===== config.mk =====
export PLATFORM = sky130hd
export DESIGN_NAME = alu_seq_flat
export DESIGN_NICKNAME = d
export VERILOG_FILES = /design/src/rtl/alu_seq_pkg.sv /design/src/rtl/alu_seq_if.sv /design/src/rtl/alu_muldiv_iter.sv /design/src/rtl/alu_seq.sv /design/src/flat_wrapper.sv
export SDC_FILE = /design/constraint.sdc
export NUM_CORES = 1
export LEC_CHECK = 0
export CAP_MARGIN = 25
export CELL_PAD_IN_SITES_DETAIL_PLACEMENT = 2
export CELL_PAD_IN_SITES_GLOBAL_PLACEMENT = 2
export CORE_MARGIN = 2
export CORE_UTILIZATION = 35
export CTS_CLUSTER_SIZE = 28
export DETAILED_ROUTE_END_ITERATION = 8
export GPL_ROUTABILITY_DRIVEN = 0
export PLACE_DENSITY = 0.88
export SKIP_CTS_REPAIR_TIMING = 1
export SLEW_MARGIN = 20
export SYNTH_ARGS = -nofsm -noshare
export SYNTH_HDL_FRONTEND = slang
export SYNTH_SLANG_ARGS = --single-unit

===== constraint.sdc =====
create_clock -name clk -period 5.57 [get_ports clk]
set_input_delay 1.114 -clock clk [delete_from_list [all_inputs] [get_ports clk]]
set_output_delay 1.114 -clock clk [all_outputs]
set_load 0.005 [all_outputs]

===== src/rtl/alu_seq_pkg.sv =====
// rtl/alu_seq_pkg.sv - ALU control codes, sequencer state type and opcode classifiers
package alu_seq_pkg;

   // Codes 4'b1000..4'b1011 are reserved for the iterative multiply/divide ops.
   typedef enum logic [3:0] {
      CTL_AND   = 4'b0000,
      CTL_OR    = 4'b0001,
      CTL_ADD   = 4'b0010,
      CTL_SUB   = 4'b0110,
      CTL_SLT   = 4'b0111,
      CTL_MULT  = 4'b1000,
      CTL_MULTU = 4'b1001,
      CTL_DIV   = 4'b1010,
      CTL_DIVU  = 4'b1011,
      CTL_NOR   = 4'b1100,
      CTL_XOR   = 4'b1101
   } alu_ctl_t;

   typedef enum logic [1:0] {
      ST_IDLE = 2'd0,
      ST_ITER = 2'd1,
      ST_DONE = 2'd2
   } alu_seq_state_t;

   function automatic logic is_mul(input logic [3:0] c);
      return (c == CTL_MULT) || (c == CTL_MULTU);
   endfunction

   function automatic logic is_div(input logic [3:0] c);
      return (c == CTL_DIV) || (c == CTL_DIVU);
   endfunction

   function automatic logic is_signed_op(input logic [3:0] c);
      return (c == CTL_MULT) || (c == CTL_DIV);
   endfunction

endpackage


===== src/rtl/alu_seq_if.sv =====
// rtl/alu_seq_if.sv - start/done request and result bundle of the sequential ALU
interface alu_seq_if #(
   parameter int WIDTH = 32
);
   logic             start;
   logic [3:0]       ctl;
   logic [WIDTH-1:0] a;
   logic [WIDTH-1:0] b;
   logic             busy;
   logic             done;
   logic [WIDTH-1:0] out;
   logic [WIDTH-1:0] hi;
   logic             zero;
   logic             oflow;
   logic             divz;

   modport master (
      output start, ctl, a, b,
      input  busy, done, out, hi, zero, oflow, divz
   );

   modport slave (
      input  start, ctl, a, b,
      output busy, done, out, hi, zero, oflow, divz
   );
endinterface


===== src/rtl/alu_muldiv_iter.sv =====
// rtl/alu_muldiv_iter.sv - WIDTH-step shift-add multiplier / restoring divider datapath
// Divider half is built only when ALU_SEQ_DIV_EN is defined.
module alu_muldiv_iter
   import alu_seq_pkg::*;
#(
   parameter int WIDTH = 32
) (
   input  logic             clk,
   input  logic             rst,
   input  logic             load,
   input  logic             step,
   input  logic [3:0]       ctl,
   input  logic [WIDTH-1:0] a,
   input  logic [WIDTH-1:0] b,
   output logic             last,
   output logic [WIDTH-1:0] res_lo,
   output logic [WIDTH-1:0] res_hi
);

   localparam int CW = $clog2(WIDTH);

   logic [WIDTH-1:0]   hi_r;
   logic [WIDTH-1:0]   lo_r;
   logic [WIDTH-1:0]   m_r;
   logic [CW-1:0]      cnt;
   logic               neg_lo;
   logic               sgn;
   logic [WIDTH-1:0]   a_mag;
   logic [WIDTH-1:0]   b_mag;
   logic [WIDTH:0]     m_sum;
   logic [WIDTH-1:0]   hi_n;
   logic [WIDTH-1:0]   lo_n;
   logic [2*WIDTH-1:0] prod;
`ifdef ALU_SEQ_DIV_EN
   logic               div_r;
   logic               neg_hi;
   logic [WIDTH:0]     r_sh;
   logic [WIDTH-1:0]   r_diff;
   logic               r_ge;
`endif

   always_comb begin
      sgn   = is_signed_op(ctl);
      a_mag = (sgn && a[WIDTH-1]) ? -a : a;
      b_mag = (sgn && b[WIDTH-1]) ? -b : b;
   end

   // hi_r:lo_r is the running product (multiplier shifts out of lo_r) or
   // the partial remainder:dividend pair (quotient bits shift into lo_r).
   always_comb begin
      m_sum = {1'b0, hi_r} + (lo_r[0] ? {1'b0, m_r} : '0);
      hi_n  = m_sum[WIDTH:1];
      lo_n  = {m_sum[0], lo_r[WIDTH-1:1]};
`ifdef ALU_SEQ_DIV_EN
      r_sh   = {hi_r, lo_r[WIDTH-1]};
      r_diff = r_sh[WIDTH-1:0] - m_r;
      r_ge   = (r_sh >= {1'b0, m_r});
      if (div_r) begin
         hi_n = r_ge ? r_diff : r_sh[WIDTH-1:0];
         lo_n = {lo_r[WIDTH-2:0], r_ge};
      end
`endif
   end

   // Sign fix-up is applied to the values the final step is about to produce.
   always_comb begin
      prod = {hi_n, lo_n};
      if (neg_lo) prod = -prod;
      res_lo = prod[WIDTH-1:0];
      res_hi = prod[2*WIDTH-1:WIDTH];
`ifdef ALU_SEQ_DIV_EN
      if (div_r) begin
         res_lo = neg_lo ? -lo_n : lo_n;
         res_hi = neg_hi ? -hi_n : hi_n;
      end
`endif
   end

   assign last = (cnt == CW'(WIDTH - 1));

   always_ff @(posedge clk) begin
      if (rst) begin
         hi_r   <= '0;
         lo_r   <= '0;
         m_r    <= '0;
         cnt    <= '0;
         neg_lo <= 1'b0;
`ifdef ALU_SEQ_DIV_EN
         div_r  <= 1'b0;
         neg_hi <= 1'b0;
`endif
      end else if (load) begin
         hi_r   <= '0;
         cnt    <= '0;
         neg_lo <= sgn && (a[WIDTH-1] ^ b[WIDTH-1]);
`ifdef ALU_SEQ_DIV_EN
         div_r  <= is_div(ctl);
         neg_hi <= sgn && a[WIDTH-1];
         if (is_div(ctl)) begin
            m_r  <= b_mag;
            lo_r <= a_mag;
         end else begin
            m_r  <= a_mag;
            lo_r <= b_mag;
         end
`else
         m_r    <= a_mag;
         lo_r   <= b_mag;
`endif
      end else if (step) begin
         hi_r <= hi_n;
         lo_r <= lo_n;
         cnt  <= cnt + CW'(1);
      end
   end

endmodule


===== src/rtl/alu_seq.sv =====
// rtl/alu_seq.sv - multi-cycle ALU: single-cycle ops plus iterative mul/div behind start/done
// Iterative DIV/DIVU are built only when ALU_SEQ_DIV_EN is defined.
module alu_seq
   import alu_seq_pkg::*;
#(
   parameter int WIDTH = 32
) (
   input  logic     clk,
   input  logic     rst,
   alu_seq_if.slave bus
);

   alu_seq_state_t   state;
   alu_seq_state_t   state_nx;
   logic             accept;
   logic             long_op;
   logic             div_zero;
   logic             iter_last;
   logic [WIDTH-1:0] res_lo;
   logic [WIDTH-1:0] res_hi;
   logic [WIDTH-1:0] sum;
   logic [WIDTH-1:0] diff;
   logic             add_ovf;
   logic             sub_ovf;
   logic [WIDTH-1:0] alu_res;
   logic             alu_ovf;
   logic [WIDTH-1:0] out_q;
   logic [WIDTH-1:0] hi_q;
   logic             zero_q;
   logic             oflow_q;
   logic             busy_c;
   logic             done_c;

   assign accept = (state == ST_IDLE) && bus.start;

`ifdef ALU_SEQ_DIV_EN
   assign div_zero = is_div(bus.ctl) && (bus.b == '0);
   assign long_op  = is_mul(bus.ctl) || (is_div(bus.ctl) && !div_zero);
`else
   assign div_zero = 1'b0;
   assign long_op  = is_mul(bus.ctl);
`endif

   always_ff @(posedge clk) begin
      if (rst) state <= ST_IDLE;
      else     state <= state_nx;
   end

   always_comb begin
      state_nx = state;
      case (state)
         ST_IDLE: if (bus.start) state_nx = long_op ? ST_ITER : ST_DONE;
         ST_ITER: if (iter_last) state_nx = ST_DONE;
         ST_DONE: state_nx = ST_IDLE;
         default: state_nx = ST_IDLE;
      endcase
   end

   always_comb begin
      busy_c = (state != ST_IDLE);
      done_c = (state == ST_DONE);
   end

   // SLT takes the sign of a-b corrected by the subtract overflow.
   always_comb begin
      sum     = bus.a + bus.b;
      diff    = bus.a - bus.b;
      add_ovf = (bus.a[WIDTH-1] == bus.b[WIDTH-1]) && (sum[WIDTH-1] != bus.a[WIDTH-1]);
      sub_ovf = (bus.a[WIDTH-1] != bus.b[WIDTH-1]) && (diff[WIDTH-1] != bus.a[WIDTH-1]);
      alu_res = '0;
      alu_ovf = 1'b0;
      case (bus.ctl)
         CTL_AND: alu_res = bus.a & bus.b;
         CTL_OR:  alu_res = bus.a | bus.b;
         CTL_ADD: begin
            alu_res = sum;
            alu_ovf = add_ovf;
         end
         CTL_SUB: begin
            alu_res = diff;
            alu_ovf = sub_ovf;
         end
         CTL_SLT: alu_res = {{(WIDTH-1){1'b0}}, diff[WIDTH-1] ^ sub_ovf};
         CTL_NOR: alu_res = ~(bus.a | bus.b);
         CTL_XOR: alu_res = bus.a ^ bus.b;
         default: alu_res = '0;
      endcase
   end

   alu_muldiv_iter #(
      .WIDTH (WIDTH)
   ) u_iter (
      .clk    (clk),
      .rst    (rst),
      .load   (accept && long_op),
      .step   (state == ST_ITER),
      .ctl    (bus.ctl),
      .a      (bus.a),
      .b      (bus.b),
      .last   (iter_last),
      .res_lo (res_lo),
      .res_hi (res_hi)
   );

   // Long ops leave out/hi untouched until the final iteration writes them.
   always_ff @(posedge clk) begin
      if (rst) begin
         out_q   <= '0;
         hi_q    <= '0;
         zero_q  <= 1'b1;
         oflow_q <= 1'b0;
      end else if (accept) begin
         oflow_q <= 1'b0;
         if (div_zero) begin
            out_q  <= '1;
            hi_q   <= bus.a;
            zero_q <= 1'b0;
         end else if (!long_op) begin
            out_q   <= alu_res;
            zero_q  <= (alu_res == '0);
            oflow_q <= alu_ovf;
         end
      end else if ((state == ST_ITER) && iter_last) begin
         out_q  <= res_lo;
         hi_q   <= res_hi;
         zero_q <= (res_lo == '0);
      end
   end

`ifdef ALU_SEQ_DIV_EN
   logic divz_q;

   always_ff @(posedge clk) begin
      if (rst)                            divz_q <= 1'b0;
      else if (accept && is_div(bus.ctl)) divz_q <= div_zero;
   end

   assign bus.divz = divz_q;
`else
   assign bus.divz = 1'b0;
`endif

   assign bus.busy  = busy_c;
   assign bus.done  = done_c;
   assign bus.out   = out_q;
   assign bus.hi    = hi_q;
   assign bus.zero  = zero_q;
   assign bus.oflow = oflow_q;

endmodule


===== src/flat_wrapper.sv =====
// flat-port wrapper written by rule: the top's interface ports become plain ports
module alu_seq_flat import alu_seq_pkg::*;
#(
   parameter int WIDTH = 32
)
  (clk, rst, bus_start, bus_ctl, bus_a, bus_b, bus_busy, bus_done, bus_out, bus_hi, bus_zero, bus_oflow, bus_divz);
  alu_seq_if #(.WIDTH(WIDTH)) bus_i ();
  input  logic clk;
  input  logic rst;
  input wire logic [$bits(bus_i.start)-1:0] bus_start;
  input wire logic [$bits(bus_i.ctl)-1:0] bus_ctl;
  input wire logic [$bits(bus_i.a)-1:0] bus_a;
  input wire logic [$bits(bus_i.b)-1:0] bus_b;
  output wire logic [$bits(bus_i.busy)-1:0] bus_busy;
  output wire logic [$bits(bus_i.done)-1:0] bus_done;
  output wire logic [$bits(bus_i.out)-1:0] bus_out;
  output wire logic [$bits(bus_i.hi)-1:0] bus_hi;
  output wire logic [$bits(bus_i.zero)-1:0] bus_zero;
  output wire logic [$bits(bus_i.oflow)-1:0] bus_oflow;
  output wire logic [$bits(bus_i.divz)-1:0] bus_divz;
  assign bus_i.start = bus_start;
  assign bus_i.ctl = bus_ctl;
  assign bus_i.a = bus_a;
  assign bus_i.b = bus_b;
  assign bus_busy = bus_i.busy;
  assign bus_done = bus_i.done;
  assign bus_out = bus_i.out;
  assign bus_hi = bus_i.hi;
  assign bus_zero = bus_i.zero;
  assign bus_oflow = bus_i.oflow;
  assign bus_divz = bus_i.divz;
  alu_seq #(.WIDTH(WIDTH)) u_core (.clk(clk), .rst(rst), .bus(bus_i));
endmodule

; ---- Word-level counts from Yosys, hierarchy flattened
; Index checks and enable logic that the tools add are counted.
[op_classes]
n_addsub = 7
eq_ne = 19
muxes = 19
bitwise = 7
reduce_logical = 21
[op_table]
columns = cell, n
row1 = 2-to-1 mux 32 bit, 8
row2 = one-hot mux 32 bit (7 select lines), 1
row3 = logical NOT 32 bit, 2
row4 = 2-to-1 mux 64 bit, 1
row5 = negation 32 bit, 2
row6 = negation 64 bit, 1
row7 = adder 32 x 32 -> 33 bit, 1
row8 = adder 32 bit, 1
row9 = bitwise AND 32 bit, 1
row10 = inverter 32 bit, 1
row11 = bitwise OR 32 bit, 1
row12 = subtractor 32 bit, 1
row13 = XOR 32 bit, 1
row14 = "== test 4 bit, second input constant", 5
row15 = "== test 4 x 3 -> 1 bit, second input constant", 2
row16 = logical AND 1 bit, 8
row17 = 2-to-1 mux 2 bit, 3
row18 = AND reduction 2 bit, 3
row19 = nonzero test 2 bit, 3
row20 = "adder 5 x 1 -> 5 bit, second input constant", 1
row21 = "== test 5 bit, second input constant", 1
row22 = "== test 4 x 1 -> 1 bit, second input constant", 1
row23 = "== test 4 x 2 -> 1 bit, second input constant", 1
row24 = logical NOT 4 bit, 1
row25 = other kinds (14), 22
[totals]
ff_bits = 170
input_bits = 71
output_inout_bits = 69

; ---- Logic depth before layout (Yosys ltp)
; Gate-level depths: netlist of run 1.
[depth]
depth_word = 8
mapped_depth = 24
mapped_depth_nobuf = 23

; ---- Hierarchy
; A second synthesis of run 1 with hierarchy kept.
[unflattened]
cells_unflattened = 2376
area_unflattened_um2 = 17450.5
[by_module_without_submodules]
columns = module, instances, cells_per_inst, area_each_um2
row1 = alu_muldiv_iter, 1, 1150, 9062.4
row2 = alu_seq, 1, 1226, 8388.0

; ---- Worst setup path before layout of run 1
; No wires, ideal clock.
[synth_timing]
path_type = input to register
startpoint = input bus_a[3]
endpoint = register u_core.zero_q, in the netlist u_core.bus.zero
setup_time_ns = 0.079
arrival_ns = 4.905
required_time_ns = 5.491
setup_slack_ns = 0.586
cell_stages = 23
path_buffers = 1
cell_sequence = inv_1 ha_1 clkbuf_1 nor4_1 o211ai_1 a211o_1 nand3_1 a221o_1 o21a_1 nor2_1 o21bai_1 a21oi_1 fa_1 and3_1 a21oi_1 o21ai_0 a21boi_0 nor4_1 nor4bb_1 nand4_1 nor4b_1 nand4_1 o211ai_1
[synth_between]
elab_chain_len = 8
word_cells_on_any_way = 13
classes_between = add/sub (2) / eq/ne (1) / mux (3) / bitwise (5) / reduce/logical (2)
[synth_lines]
columns = item, line
row1 = "start, declared", flat_wrapper.sv:12  ; input wire logic [$bits(bus_i.a)-1:0] bus_a;
row2 = subtractor 32 bit, alu_seq.sv:67  ; diff = bus.a - bus.b;
row3 = inequality test 1 bit, alu_seq.sv:69  ; sub_ovf = (bus.a[WIDTH-1] != bus.b[WIDTH-1]) && (diff[WIDTH-1] != bus.a[WIDTH-1]);
row4 = logical AND 1 bit, alu_seq.sv:69
row5 = XOR 1 bit, alu_seq.sv:83  ; CTL_SLT: alu_res = {{(WIDTH-1){1'b0}}, diff[WIDTH-1] ^ sub_ovf};
row6 = one-hot mux 32 bit (7 select lines) *, alu_seq.sv:72  ; case (bus.ctl)
row7 = logical NOT 32 bit *, alu_seq.sv:120  ; zero_q <= (alu_res == '0);
row8 = 2-to-1 mux 1 bit *, alu_seq.sv:118  ; end else if (!long_op) begin
row9 = 2-to-1 mux 1 bit *, alu_seq.sv:112  ; end else if (accept) begin
row10 = "end signal, assigned", alu_seq.sv:120
row11 = "end signal, assigned", alu_seq.sv:126  ; zero_q <= (res_lo == '0);
row12 = "end, declared", alu_seq.sv:29  ; logic zero_q;
; Mark *: on every way between the ends. The rest lies on a longest branch, timed or not. The select of a mux whose other input is x is not followed.
; A chain may end at the register's enable or synchronous reset.

; ---- Final worst setup path of run 1
[layout_timing]
startpoint = input bus_b[1]
endpoint = register u_core.zero_q, in the netlist u_core.bus.zero
[layout_between]
elab_chain_len = 8
word_cells_on_any_way = 13
classes_between = add/sub (2) / eq/ne (1) / mux (3) / bitwise (5) / reduce/logical (2)
[layout_lines]
columns = item, line
row1 = "start, declared", flat_wrapper.sv:13  ; input wire logic [$bits(bus_i.b)-1:0] bus_b;
row2 = subtractor 32 bit, alu_seq.sv:67
row3 = inequality test 1 bit, alu_seq.sv:69
row4 = logical AND 1 bit, alu_seq.sv:69
row5 = XOR 1 bit, alu_seq.sv:83
row6 = one-hot mux 32 bit (7 select lines) *, alu_seq.sv:72
row7 = logical NOT 32 bit *, alu_seq.sv:120
row8 = 2-to-1 mux 1 bit *, alu_seq.sv:118
row9 = 2-to-1 mux 1 bit *, alu_seq.sv:112
; Marks and branches as above.

==> impl_metrics.prom, run 1 <==
# TYPE chip_impl_metric gauge
chip_impl_metric{name="detailroute.via_count",unit=""} 23550
chip_impl_metric{name="clock_latency_on_the_worst_skew_pair",unit="ns"} 0.49
chip_impl_info{name="cell_with_the_most_instances_after_synthesis",value="nand2_1"} 1
chip_impl_metric{name="power.density_cell_area",unit="nW/um2"} 194.9
chip_impl_metric{name="arr_time_crit_path",unit="ns"} 6.49
chip_impl_metric{name="die_y",unit="um"} 224.0
chip_impl_metric{name="critPathRequiredTime",unit="ns"} 5.98
chip_impl_metric{name="grt_overflow_total",unit=""} 0
chip_impl_metric{name="synth_enable_flop_cells",unit=""} 0
chip_impl_metric{name="hold_viol",unit=""} 0
chip_impl_info{name="ys_dominant_reg_cell",value="dfxtp_1"} 1
chip_impl_metric{name="cellLeakagePower",unit="nW"} 8.574
chip_impl_metric{name="floorplan.rows",unit=""} 80
chip_impl_metric{name="finalSetupTns",unit="ns"} -0.7800
chip_impl_metric{name="die-width",unit="um"} 224.0
chip_impl_metric{name="viasPerCell",unit=""} 7.333
chip_impl_metric{name="clock_tree.htree_level_count",unit=""} 4
chip_impl_info{name="holdCritPathClass",value="reg2reg"} 1
chip_impl_metric{name="post_drt_wl_per_cell",unit="um"} 37.71
chip_impl_info{name="synth_area_leaders",value="dfxtp_1 20%, ha_1 10%, a21oi_1 6.5%"} 1
chip_impl_info{name="yosysTopAreaCell",value="dfxtp_1"} 1
chip_impl_metric{name="port_buffers",unit=""} 138
chip_impl_info{name="grt.busiest_layer",value="met2"} 1
chip_impl_metric{name="cts_inserted_buffers",unit=""} 17
chip_impl_metric{name="post-route-min-period",unit="ns"} 6.086
chip_impl_metric{name="maxClockFrequency",unit="GHz"} 0.1643
chip_impl_metric{name="setup_viol_count_final",unit=""} 5
chip_impl_metric{name="synth_warnings",unit=""} 0
chip_impl_metric{name="max_cap_viol_count",unit=""} 2
chip_impl_metric{name="drt_iter0_drcs",unit=""} 3031
chip_impl_metric{name="floorplan.core_area",unit="um2"} 47750
chip_impl_metric{name="post_route_cells_drive_above_1_share",unit=""} 0.1497
chip_impl_metric{name="grtUsageMet3",unit=""} 0.09195
chip_impl_metric{name="async_reset_ff_frac",unit=""} 0
chip_impl_metric{name="finalWorstSetupSlack",unit="ns"} -0.5155
chip_impl_info{name="synth_common_cells",value="286 x nand2_1, 225 x nor2_1, 219 x a21oi_1"} 1
chip_impl_info{name="timing.critical_path.to",value="u_core.bus.zero"} 1
chip_impl_metric{name="drt_pass1_iterations",unit=""} 8
chip_impl_metric{name="worst_slew_pin_slew",unit="ns"} 1.859
chip_impl_metric{name="grt_first_pass_wirelength",unit="um"} 149600
chip_impl_metric{name="setup_clock_skew_after_layout",unit="ns"} 0.01874
chip_impl_metric{name="grt_use_total",unit=""} 0.3915
chip_impl_metric{name="number_of_global_route_vias_before_repair",unit=""} 23660
chip_impl_metric{name="dpl_cell_area",unit="um2"} 20120
chip_impl_metric{name="ff2ff_setup_slack",unit="ns"} 0.32
chip_impl_metric{name="max-clock-path-buffers",unit=""} 2
chip_impl_metric{name="fin_nets",unit=""} 2792
chip_impl_metric{name="boundaryPins",unit=""} 140
chip_impl_metric{name="cell_area_after_synthesis",unit="um2"} 16940
chip_impl_metric{name="internal_power",unit="mW"} 2.383
chip_impl_metric{name="fin_area",unit="um2"} 21330
chip_impl_metric{name="syn_nets",unit=""} 2567
chip_impl_metric{name="share_clk_of_total_power",unit=""} 0.282
chip_impl_metric{name="post_route_clock_period_utilization",unit=""} 1.093
chip_impl_metric{name="grt_start_max_net_pins",unit=""} 101
chip_impl_metric{name="synthDominantCellAreaShare",unit=""} 0.2009
chip_impl_metric{name="area_of_the_die",unit="um2"} 50160
chip_impl_info{name="cts_tree",value="built"} 1
chip_impl_metric{name="holdWs",unit="ns"} 0.4631
chip_impl_metric{name="yosys_register_bits",unit=""} 170
chip_impl_metric{name="p_switching",unit="mW"} 1.774
chip_impl_metric{name="yosys.cell_types.count",unit=""} 96
chip_impl_info{name="worstReg2RegEnd",value="u_core.bus.hi[29]"} 1
chip_impl_metric{name="peakVddDrop",unit="mV"} 0.1791
chip_impl_metric{name="route.final.wire_length",unit="um"} 121100
chip_impl_info{name="cp_endpoint_kind",value="flop"} 1
chip_impl_metric{name="antenna_found_initial",unit=""} 20
chip_impl_metric{name="gr-usage-met1",unit=""} 0.4343
chip_impl_metric{name="postRouteAntennaNets",unit=""} 0
chip_impl_metric{name="seq_power_share",unit=""} 0.313
chip_impl_metric{name="groute.layer.met2.usage",unit=""} 0.6577
chip_impl_info{name="cts.root.buffer_cell",value="clkbuf_16"} 1
chip_impl_metric{name="timing_max_transition_violations_final",unit=""} 4
chip_impl_metric{name="detail_route.drc_violations",unit=""} 0
chip_impl_info{name="worstSetupStartpointType",value="input pin"} 1
chip_impl_info{name="outcome",value="finished, violations left"} 1
chip_impl_metric{name="comb_power_share",unit=""} 0.405
chip_impl_metric{name="area_growth_syn_to_layout",unit="%"} 25.92
chip_impl_metric{name="slew-limit-headroom",unit=""} -0.2393
chip_impl_metric{name="clock_pin_slew_worst_setup_and_hold_paths",unit="ns"} 0.08
chip_impl_metric{name="post_synthesis_sequential_area_ratio",unit=""} 0.2009
chip_impl_info{name="r2r_start",value="u_core.u_iter.lo_r[0]"} 1
chip_impl_metric{name="timing.critical_path.fanout_max",unit=""} 3
chip_impl_info{name="setup.worst_path.start",value="bus_b[1]"} 1
chip_impl_metric{name="syn_avg_cell_area",unit="um2"} 7.195
chip_impl_metric{name="starting_density_of_the_core",unit=""} 0.3547
chip_impl_info{name="setup.worst_path.class",value="in2reg"} 1
chip_impl_metric{name="fill_cells",unit=""} 5406
chip_impl_metric{name="hpwlAfterDp",unit="um"} 75780
chip_impl_metric{name="worstRegToRegCells",unit=""} 14
chip_impl_info{name="unrepaired_setup_endpoints_after_global_routing",value="true"} 1
chip_impl_metric{name="clock_sink_count",unit=""} 170
chip_impl_info{name="failed_checks",value="capacitance limit, slew limit, setup timing"} 1
chip_impl_metric{name="synth_cells",unit=""} 2354
chip_impl_metric{name="power.share.switching",unit=""} 0.4267
[registers in the layout (all words and copies together) (netlist names)]
register / flops
u_core.bus.hi: 32
u_core.bus.out: 32
u_core.u_iter.hi_r: 32
u_core.u_iter.lo_r: 32
u_core.u_iter.m_r: 32
u_core.u_iter.cnt: 5
u_core.state: 2
u_core.bus.oflow: 1
u_core.bus.zero: 1
u_core.u_iter.neg_lo: 1
[critical path, stage by stage]
cell and delay (ns):
buf_8 0.11, inv_6 0.06, buf_6 0.16, ha_4 0.15, o21ba_4 0.17, nor4_4 0.31, buf_4 0.18, o211ai_1 0.26
a211o_1 0.37, nand3_2 0.14, a221o_1 0.23, o21a_1 0.14, nor2_1 0.04, o21bai_1 0.25, a21oi_2 0.12, fa_2 0.43
and3_4 0.17, a21oi_2 0.12, o21ai_1 0.16, a21boi_4 0.24, nor4_4 0.35, nor4bb_4 0.34, nand4_1 0.18, nor4b_2 0.34
nand4_1 0.12, o211ai_1 0.23
[kinds of logic (layout without fill, tap and decap cells)]
logic type / Yosys count / count (layout) / synth area share
flops: 170 / 170 / 0.2009
mux: 12 / 12 / 0.007092
buf+inv: 271 / 508 / 0.06117
fa+ha+maj: 142 / 142 / 0.1067
other cells: 1 / 7 / 0.0002214
simple gates: 832 / 832 / 0.2388
compound gates: 777 / 777 / 0.3081
xor+xnor: 149 / 149 / 0.07705
[power groups by stage]
| stage | Combinational (mW) | Clock, mW | Sequential, mW |
|---|---|---|---|
| CTS | 1.38 | 1.15 | 1.29 |
| detailed placement | 1.36 | 0 | 1.32 |
| finish | 1.68 | 1.17 | 1.30 |
| floorplan | 0.698 | 0 | 1.30 |
| global route | 1.69 | 1.20 | 1.30 |
| global placement | 1.24 | 0 | 1.31 |
[metal layers]
layer / vias up / routed length, um
met5: - / 92
met4: 14 / 12880
met3: 1053 / 14700
met2: 2113 / 52520
met1: 11320 / 40930
li1: 9055 / -
[placed cells by master, fill, tap and decap left out, drive strengths merged, types with 26 or more instances in the layout]
master	count
nand2	286
buf	231
nor2	226
a21oi	220
dfxtp	170
ha	138
o21ai	123
inv	110
clkdlybuf4s50	107
xnor2	87
a211oi	81
xor2	62
and2	49
nand3	47
nor3	44
o211ai	42
o31ai	41
nand4	36
nor4	34
a311oi	32
a21o	27
dlymetal6s2s	26
[worst min-delay path by stage]
stage                          startpoint                     to  cells after the start  slack, ns
floorplan           u_core.u_iter.m_r[17]  u_core.u_iter.m_r[17]                      2       0.43
global placement        u_core.bus.hi[13]      u_core.bus.hi[13]                      2       0.44
detailed placement      u_core.bus.hi[15]      u_core.bus.hi[15]                      2       0.46
CTS                     u_core.bus.hi[15]      u_core.bus.hi[15]                      2       0.47
global route        u_core.u_iter.hi_r[2]  u_core.u_iter.hi_r[2]                      2       0.50
finish                  u_core.bus.hi[15]      u_core.bus.hi[15]                      2       0.46
[area by class of cell]
type                    count  area, um2  area share
multi-input cells        1913      12990      0.6089
flip-flops and latches    170       3405      0.1596
repair buffers            366       3202      0.1501
clock buffers              21      450.4     0.02112
clock inverters            10      73.82    0.003461
inverters                 111      426.7     0.02001
diodes                      6      15.01   0.0007040
well taps                 615      769.5     0.03608
[per-stage QoR]
| stage | utilization | instances | power (mW) | setup WS [ns] |
|---|---|---|---|---|
| floorplan | - | 2354 | 1.995 | 0.5861 |
| global placement | 0.4215 | 3162 | 2.557 | -0.3760 |
| detailed placement | 0.4215 | 3162 | 2.675 | -0.8727 |
| CTS | 0.4324 | 3193 | 3.825 | -0.7183 |
| global route | 0.4464 | 3206 | 4.190 | -0.4856 |
| finish | 0.4467 | 3212 | 4.157 | -0.5155 |
No activity file was read; power rests on OpenSTA's default activity.
==> run 2, diff against run 1 <==
--- a/config.mk
+++ b/config.mk
@@ -10,6 +10,7 @@
 export CELL_PAD_IN_SITES_GLOBAL_PLACEMENT = 2
 export CORE_MARGIN = 2
 export CORE_UTILIZATION = 35
+export CTS_CLUSTER_DIAMETER = 40
 export CTS_CLUSTER_SIZE = 28
 export DETAILED_ROUTE_END_ITERATION = 8
 export GPL_ROUTABILITY_DRIVEN = 0
==> results of run 2 <==
Final layout, timing and power as in run 1 (identical DEF).
